### src/rtl/heaa_arbiter.sv
// Round-robin arbiter that time-shares one HEAA approximate adder among four
// requesters, with a registered result and a valid/ready handshake on the output.

module heaa_adder #(
    parameter int unsigned ADDER_LENGTH   = 32,
    parameter int unsigned IMPRECISE_PART = 16
) (
    input  logic [ADDER_LENGTH-1:0] a,
    input  logic [ADDER_LENGTH-1:0] b,
    output logic [ADDER_LENGTH:0]   sum
);

    localparam int unsigned HI_W = ADDER_LENGTH - IMPRECISE_PART;

    logic [IMPRECISE_PART-2:0] lo;
    logic                      mid;
    logic                      mid_c;
    logic [HI_W:0]             hi;

    // Low part is OR-approximated; the top imprecise bit alone generates the carry.
    always_comb begin
        lo    = a[IMPRECISE_PART-2:0] | b[IMPRECISE_PART-2:0];
        mid_c = a[IMPRECISE_PART-1] & b[IMPRECISE_PART-1];
        mid   = (a[IMPRECISE_PART-1] | b[IMPRECISE_PART-1]) & ~mid_c;
        hi    = {1'b0, a[ADDER_LENGTH-1:IMPRECISE_PART]}
              + {1'b0, b[ADDER_LENGTH-1:IMPRECISE_PART]}
              + (HI_W+1)'(mid_c);
        sum   = {hi, mid, lo};
    end

endmodule

module heaa_arbiter #(
    parameter int unsigned ADDER_LENGTH   = 32,
    parameter int unsigned IMPRECISE_PART = 16,
    parameter int unsigned NUM_REQ        = 4
) (
    input  logic                            clk,
    input  logic                            rst,
    input  logic [NUM_REQ-1:0]              req_valid,
    output logic [NUM_REQ-1:0]              req_ready,
    input  logic [NUM_REQ*ADDER_LENGTH-1:0] req_a,
    input  logic [NUM_REQ*ADDER_LENGTH-1:0] req_b,
    output logic                            res_valid,
    input  logic                            res_ready,
    output logic [ADDER_LENGTH:0]           res_sum,
    output logic [1:0]                      res_id,
    output logic [15:0]                     op_count,
    output logic                            busy
);

    localparam int unsigned ID_W  = 2;
    localparam int unsigned CNT_W = 16;

    typedef enum logic [1:0] {
        IDLE    = 2'd0,
        COMPUTE = 2'd1,
        HOLD    = 2'd2
    } state_t;

    state_t                  state;
    state_t                  state_nxt;
    logic [ID_W-1:0]         last_grant;
    logic [ID_W-1:0]         grant;
    logic [ID_W-1:0]         grant_idx;
    logic [ID_W-1:0]         cand;
    logic                    grant_found;
    logic [ADDER_LENGTH-1:0] op_a;
    logic [ADDER_LENGTH-1:0] op_b;
    logic [ADDER_LENGTH:0]   adder_sum;

    heaa_adder #(
        .ADDER_LENGTH  (ADDER_LENGTH),
        .IMPRECISE_PART(IMPRECISE_PART)
    ) u_adder (
        .a  (op_a),
        .b  (op_b),
        .sum(adder_sum)
    );

    // Round-robin search beginning just after the previous winner.
    always_comb begin
        grant_found = 1'b0;
        grant_idx   = '0;
        cand        = '0;
        for (int unsigned k = 0; k < NUM_REQ; k++) begin
            cand = last_grant + ID_W'(k + 1);
            if (!grant_found && req_valid[cand]) begin
                grant_found = 1'b1;
                grant_idx   = cand;
            end
        end
    end

    always_ff @(posedge clk) begin
        if (rst) begin
            state <= IDLE;
        end else begin
            state <= state_nxt;
        end
    end

    always_comb begin
        state_nxt = state;
        req_ready = '0;
        case (state)
            IDLE: begin
                if (grant_found) begin
                    req_ready[grant_idx] = 1'b1;
                    state_nxt            = COMPUTE;
                end
            end
            COMPUTE: state_nxt = HOLD;
            HOLD: begin
                if (res_valid && res_ready) begin
                    state_nxt = IDLE;
                end
            end
            default: state_nxt = IDLE;
        endcase
        if (rst) begin
            req_ready = '0;
        end
    end

    // Operand capture, result register and completion counter.
    always_ff @(posedge clk) begin
        if (rst) begin
            op_a       <= '0;
            op_b       <= '0;
            grant      <= '0;
            last_grant <= ID_W'(NUM_REQ - 1);
            res_valid  <= 1'b0;
            res_sum    <= '0;
            res_id     <= '0;
            op_count   <= '0;
        end else begin
            case (state)
                IDLE: begin
                    if (grant_found) begin
                        op_a       <= req_a[grant_idx*ADDER_LENGTH +: ADDER_LENGTH];
                        op_b       <= req_b[grant_idx*ADDER_LENGTH +: ADDER_LENGTH];
                        grant      <= grant_idx;
                        last_grant <= grant_idx;
                    end
                end
                COMPUTE: begin
                    res_sum   <= adder_sum;
                    res_id    <= grant;
                    res_valid <= 1'b1;
                end
                HOLD: begin
                    if (res_valid && res_ready) begin
                        res_valid <= 1'b0;
                        op_count  <= op_count + CNT_W'(1);
                    end
                end
                default: ;
            endcase
        end
    end

    assign busy = (state != IDLE);

endmodule

### config.mk
export PLATFORM = sky130hd
export DESIGN_NAME = heaa_arbiter
export DESIGN_NICKNAME = d
export VERILOG_FILES = /design/src/rtl/heaa_arbiter.sv
export SDC_FILE = /design/constraint.sdc
export NUM_CORES = 1
export LEC_CHECK = 0
export ABC_CLOCK_PERIOD_IN_PS = 2550
export BUFFER_PORTS_ARGS = -buffer_cell sky130_fd_sc_hd__clkbuf_2
export CORE_MARGIN = 2
export CORE_UTILIZATION = 40
export DETAILED_ROUTE_END_ITERATION = 6
export PLACE_DENSITY = 0.83
export REMOVE_ABC_BUFFERS = 1
export SETUP_SLACK_MARGIN = 0.02
export SLEW_MARGIN = 15
export SYNTH_ARGS = -nofsm -noshare
export SYNTH_HDL_FRONTEND = slang
export SYNTH_SLANG_ARGS = --single-unit
### constraint.sdc
create_clock -name clk -period 2.55 [get_ports clk]
set_input_delay 0.51 -clock clk [delete_from_list [all_inputs] [get_ports clk]]
set_output_delay 0.51 -clock clk [all_outputs]
set_load 0.01 [all_outputs]
* Yosys cells after proc, flatten, opt, wreduce, memory -nomap -nowiden *
Index checks and enable logic that the tools add are counted.

operators by class
  add/sub/neg operators = 6
  $lt $le $gt $ge = 6
  equal/unequal tests = 4
  shift operators = 2
  muxes and demuxes = 26
  bitwise logic cells = 5
  reduce and logical (&&, ||, !) cells = 15

operators by type and width
  operator                                                                number
  128-bit by 8-bit indexed part select with 32-bit output                 2
  16-bit by 16-bit adder with 17-bit output                               1
  17-bit by 1-bit adder with 17-bit output                                1
  16-bit by 1-bit adder with 16-bit output (second input constant)        1
  2-bit by 3-bit < comparator with 1-bit output (second input constant)   5
  15-bit bitwise OR                                                       1
  2-bit 2-to-1 mux                                                        6
  4-bit 2-to-1 mux                                                        3
  1-bit 2-to-1 mux                                                        10
  1-bit binary-select mux with 2-bit select                               4
  2-bit AND reduction                                                     4
  2-bit case mux with 3 select lines                                      1
  1-bit logical AND                                                       5
  2-bit adder (second input constant)                                     2
  2-bit != test (second input constant)                                   2
  2-bit nonzero test                                                      2
  1-bit zero test                                                         3
  2-bit by 1-bit adder with 2-bit output (second input constant)          1
  1-bit bitwise AND                                                       2
  1-bit demux with 2-bit select                                           1
  2-bit by 1-bit equality test with 1-bit output (second input constant)  1
  2-bit equality test (second input constant)                             1
  2-bit by 1-bit >= comparator with 1-bit output (second input constant)  1
  2-bit zero test                                                         1
  3 further kinds                                                         3

word-level totals
  flip-flop bits (word level) = 122
  output and inout port bits = 57
  logic and storage cells = 73

* Depth between registers and ports, before layout *
  depth in word-level cells = 20
  gate-level depth with buffers = 11

* Hierarchy *
A second synthesis with hierarchy kept.

second synthesis, totals
  cell total of the unflattened synthesis = 916
  area total of the unflattened synthesis = 7562.3 um^2

modules (own cells, without submodules)
  module        instances  cells each  area each (um^2)  sequential area each (um^2)
  heaa_arbiter  1          793         6636.4            2442.3
  heaa_adder    1          123         925.9             0.0

* Worst setup path after synthesis *
OpenSTA, ideal clock, no wires.

  path type = register -> register
  from = register op_a[15]
  to = register res_sum[26]
  setup time = 0.122 ns
  data arrival time = 2.267 ns
  slack = 0.161 ns
  stages on the path, launching flop included = 12
  path buffers = 0
  clock period less this slack = 2.389 ns
  path through = dfxtp_1 > ha_1 > inv_1 > fa_1 > inv_1 > fa_1 > a21o_1 > and4_1 > or2_1 > a31oi_1 > nor4_1 > a311o_1

between the ends
  word-level cells in the longest chain between the ends = 2

ends and longest elaborated chain
  element                                   line  RTL
  start, declared                           68    logic [ADDER_LENGTH-1:0] op_a;
  start signal, assigned                    141   op_a <= req_a[grant_idx*ADDER_LENGTH +: ADDER_LENGTH];
  1-bit bitwise AND                         23    mid_c = a[IMPRECISE_PART-1] & b[IMPRECISE_PART-1];
  17-bit by 1-bit adder with 17-bit output  27    + (HI_W+1)'(mid_c);
  end signal, assigned                      148   res_sum <= adder_sum;
  end, declared                             46    output logic [ADDER_LENGTH:0] res_sum,

Every way passes these cells.
A chain may end at the register's enable or synchronous reset.

* Worst setup path after layout *
  from = register op_b[15]
  to = register res_sum[26]

between the ends
  word-level cells in the longest chain between the ends = 2

ends and longest elaborated chain
  element                                   line  RTL
  start, declared                           69    logic [ADDER_LENGTH-1:0] op_b;
  start signal, assigned                    142   op_b <= req_b[grant_idx*ADDER_LENGTH +: ADDER_LENGTH];
  1-bit bitwise AND                         23
  17-bit by 1-bit adder with 17-bit output  27

Every way passes these cells.

==> metrics.md <==
| Metric | Value |
|---|---|
| Status | `finished, final reports clean` |
| Power after layout | `roughly 0.0071 W` |
| Critical path class | `reg2reg` |
| P&R area growth vs syn | `35.89%` |
| Skew-Pair Late Insertion Delay | `0.42 ns` |
| Final setup vio count | `0` |
| Chip height | `~140 µm` |
| HPWL after DPL | `15,860 µm` |
| Die area | `~19,000 µm²` |
| Largest net degree at the start of global routing | `between 60 and 70` |
| Reg2Reg Depth | `11` |
| Post-route ant nets | `0` |
| Post-Syn Area | `~7000 µm²` |
| Core area | `between 15,000 and 20,000 µm²` |
| Library cells used by synthesis | `55` |
| Fin. max-slew vios | `0` |
| Critical path peak fanout | `3` |
| First-pass detailed-route iteration total | `4` |
| P per Cell Area | `~740 nW/µm²` |
| Final hold violations | `0` |
| Crit-path most repeated cell | `fa_2` |
| Tot GR Track Use | `roughly 21%` |
| Hold Crit Depth | `3` |
| Primary FF master, synth | `dfxtp_1` |
| Initial antenna violation count | `0` |
| GR Util met3 | `approximately 4.2%` |
| Commonest non-fill, non-tap cell in the layout | `clkbuf_2` |
| Relative slew slack | `56.72%` |
| Iter 0 DRT Violations | `around 230` |
| GRT busiest layer | `met2` |
| GP Congestion | `~0.88` |
| Placement Rows | `48` |
| Overflow after GRT | `0` |
| Async SR Flop Fraction | `0%` |
| Clk buf depth | `2` |
| Post-layout net count | `1,325` |
| Setup crit end kind | `flop` |
| CP max stage delay | `around 0.34 ns` |
| FF+latch area | `around 2400 µm²` |
| RSZ-0062 raised after global routing | `no` |
| CP Launch Type | `flop` |
| Worst vdd ir | `0.4853 mV` |
| Crit path buf inv count | `2` |
| Yosys warns | `0` |
| GR Util met1 | `approximately a quarter` |
| Period minus WS final | `~2.4 ns` |
| Io pins | `between 300 and 400` |
| Met2 Usage GRT | `around 37%` |
| DR vias/cell | `~5.3` |
| HP Start | `req_a[98]` |
| Dpl ws | `-0.008655 ns` |
| Critical path cell sequence | `ha_2 -> inv_2 -> fa_2 -> inv_1 -> fa_2 -> a21o_1 -> and4_4 -> or2_4 -> a31oi_4 -> and4_1 -> a311o_1` |
| # DRC | `0` |
| DRT Wirelength | `about 21,000 µm` |
| Vias in the first global route | `6,545` |
| R2R Path Start | `op_b[15]$_SDFFE_PP0P_` |
| Number of buffers created by CTS | `17` |
| Finished Core Util | `55.49%` |
| Post-synth EDFFs | `0` |
| ANT cells | `0` |
| Total clock sinks | `approximately 120` |
| R2R Setup Slk | `between 0.1 and 0.15 ns` |
| Cells after synthesis | `724` |
| Critical path's slowest cell | `dfxtp_2` |
| CTS root buffer | `clkbuf_16` |
| Share of cells above drive strength 1 | `between 40% and 50%` |
| LEAKAGE | `around 4.5 nW` |
| Final WS setup | `around 0.12 ns` |
| Die W | `between 100 and 150 µm` |
| Worst EP required | `between 2 and 3 ns` |
| CTS tree | `built` |
| Kind of cell adding the most delay to the critical path | `adder cells` |
| Worst R2R End | `res_sum[26]$_SDFFE_PP0P_` |
| Hold/Removal Path Class | `in2reg` |
| Max Cap Violations | `0` |
| Seq/Total Area, Yosys | `34.70%` |
| FILL cells | `roughly 1,500` |
| Multi-input combinational cell area | `4329 µm²` |
| First-pass GRT wire length | `31,220 µm` |
| Most frequent cells in the layout | `319 x clkbuf_2, 120 x dfxtp_1, 67 x mux2i_1, 64 x o21ai_1, 43 x nor2_1` |
| Post-DR wirelength/cell | `between 15 and 20 µm` |
| Final Cycle Share | `a little over nine tenths` |
| Worst hold slack | `approximately 0.36 ns` |
| FMAX | `between 0.4 and 0.5 GHz` |
| Avg Inst Size Synth | `just under 10 µm²` |
| Initial core utilization | `40.83%` |
| CP arrival | `2.74 ns` |
| Hold_buf cts | `0` |
| #FFs+latches synth | `about 120` |
| Clock transition at path regs | `0.06 ns` |
| Clock Skew | `~0.0074 ns` |
| Vias | `just under 7,000` |
| I/O Buffers | `between 300 and 400` |
| Worst Tran Pin Value | `around 0.64 ns` |
| Min-Delay Endpoint | `op_a[2]$_SDFFE_PP0P_` |
| Number of H-tree levels | `4` |
==> flip-flops by register name, summed over array words and instances, names as in the netlist <==
signal      flops
grant           2
res_sum        33
state           2
op_count       16
op_b           32
res_valid       1
op_a           32
last_grant      2
res_id          2
==> worst min-delay path: stages <==
cell and delay (ns):
clkbuf_2 0.07, mux2i_1 0.06, o21ai_1 0.10
==> cells in the mapped netlist (8+ instances only) <==
master / n / area, µm²
ha_1: 17 / 212.7
xnor2_1: 10 / 87.58
o21ai_0: 27 / 135.1
dfxtp_1: 122 / 2442
a21oi_1: 28 / 140.1
a22oi_2: 38 / 475.5
buf_2: 8 / 40.04
nor2_1: 43 / 161.4
mux2_2: 25 / 281.5
a22oi_1: 25 / 187.7
nand3_1: 12 / 60.06
clkbuf_1: 21 / 78.83
nand2_1: 34 / 127.6
mux2i_1: 67 / 670.6
xor2_1: 9 / 78.83
o21ai_1: 62 / 310.3
mux2_4: 38 / 570.6
nor3_1: 38 / 190.2
==> logic make-up after synthesis <==
group           count (synthesis)  share of synthesized area, %
xor+xnor                       19                         2.364
compound gates                208                         21.00
mux                           130                         21.64
buf+inv                        54                         4.676
simple gates                  172                         12.04
flops                         122                         34.70
fa+ha+maj                      19                         3.591
==> how the worst max path moves through the flow <==
stage	cells past startpoint	from	end	slack (ns)
after floorplan	4	req_valid[3]	req_ready[0]	-2.77
after detailed placement	11	op_a[15]$_SDFFE_PP0P_	res_sum[26]$_SDFFE_PP0P_	-0.009
after global routing	6	state[1]$_SDFFE_PP0P_	req_ready[1]	0.02
after CTS	11	op_b[15]$_SDFFE_PP0P_	res_sum[26]$_SDFFE_PP0P_	0.03
after global placement	11	op_a[15]$_SDFFE_PP0P_	res_sum[32]$_SDFFE_PP0P_	0.05
final	11	op_b[15]$_SDFFE_PP0P_	res_sum[26]$_SDFFE_PP0P_	0.12
==> area by class of cell <==
type                       instances  area share (%)
inverter                           7          0.2747
tap                              225           2.943
timing repair buffer             347           19.41
multi-input combinational        548           45.26
clock buffer                      18           4.487
clock inverter                    14           2.054
sequential                       122           25.56
==> layer usage <==
metal	vias up	part of all wire (%)
li1	3333	-
met5	-	0
met4	0	3.5
met1	3154	41
met2	266	50
met3	54	5.6
==> report_power, final <==
| group | internal [W] | switching [W] | total [W] |
|---|---|---|---|
| registers | 0.00220 | 0.000198 | 0.00240 |
| clock network | 0.00164 | 0.000911 | 0.00255 |
| logic | 0.00104 | 0.00108 | 0.00212 |
==> through the flow <==
stage / instance area, µm² / std cells / TNS, ns
4_1_cts: 9509 / 1279 / 0
6_report: 9564 / 1281 / 0
5_1_grt: 9564 / 1281 / 0
3_5_place_dp: 8881 / 1247 / -0.008655
2_1_floorplan: 6735 / 677 / -174.39
3_3_place_gp: 8881 / 1247 / 0
==> what timing repair did <==
item                       in CTS  in global routing
gates resized for setup         2                 14
setup endpoints to repair       3                  9
buffers inserted                0                  2
pin swaps                       1                  5
Note: power is estimated with default switching activity, not from simulation.
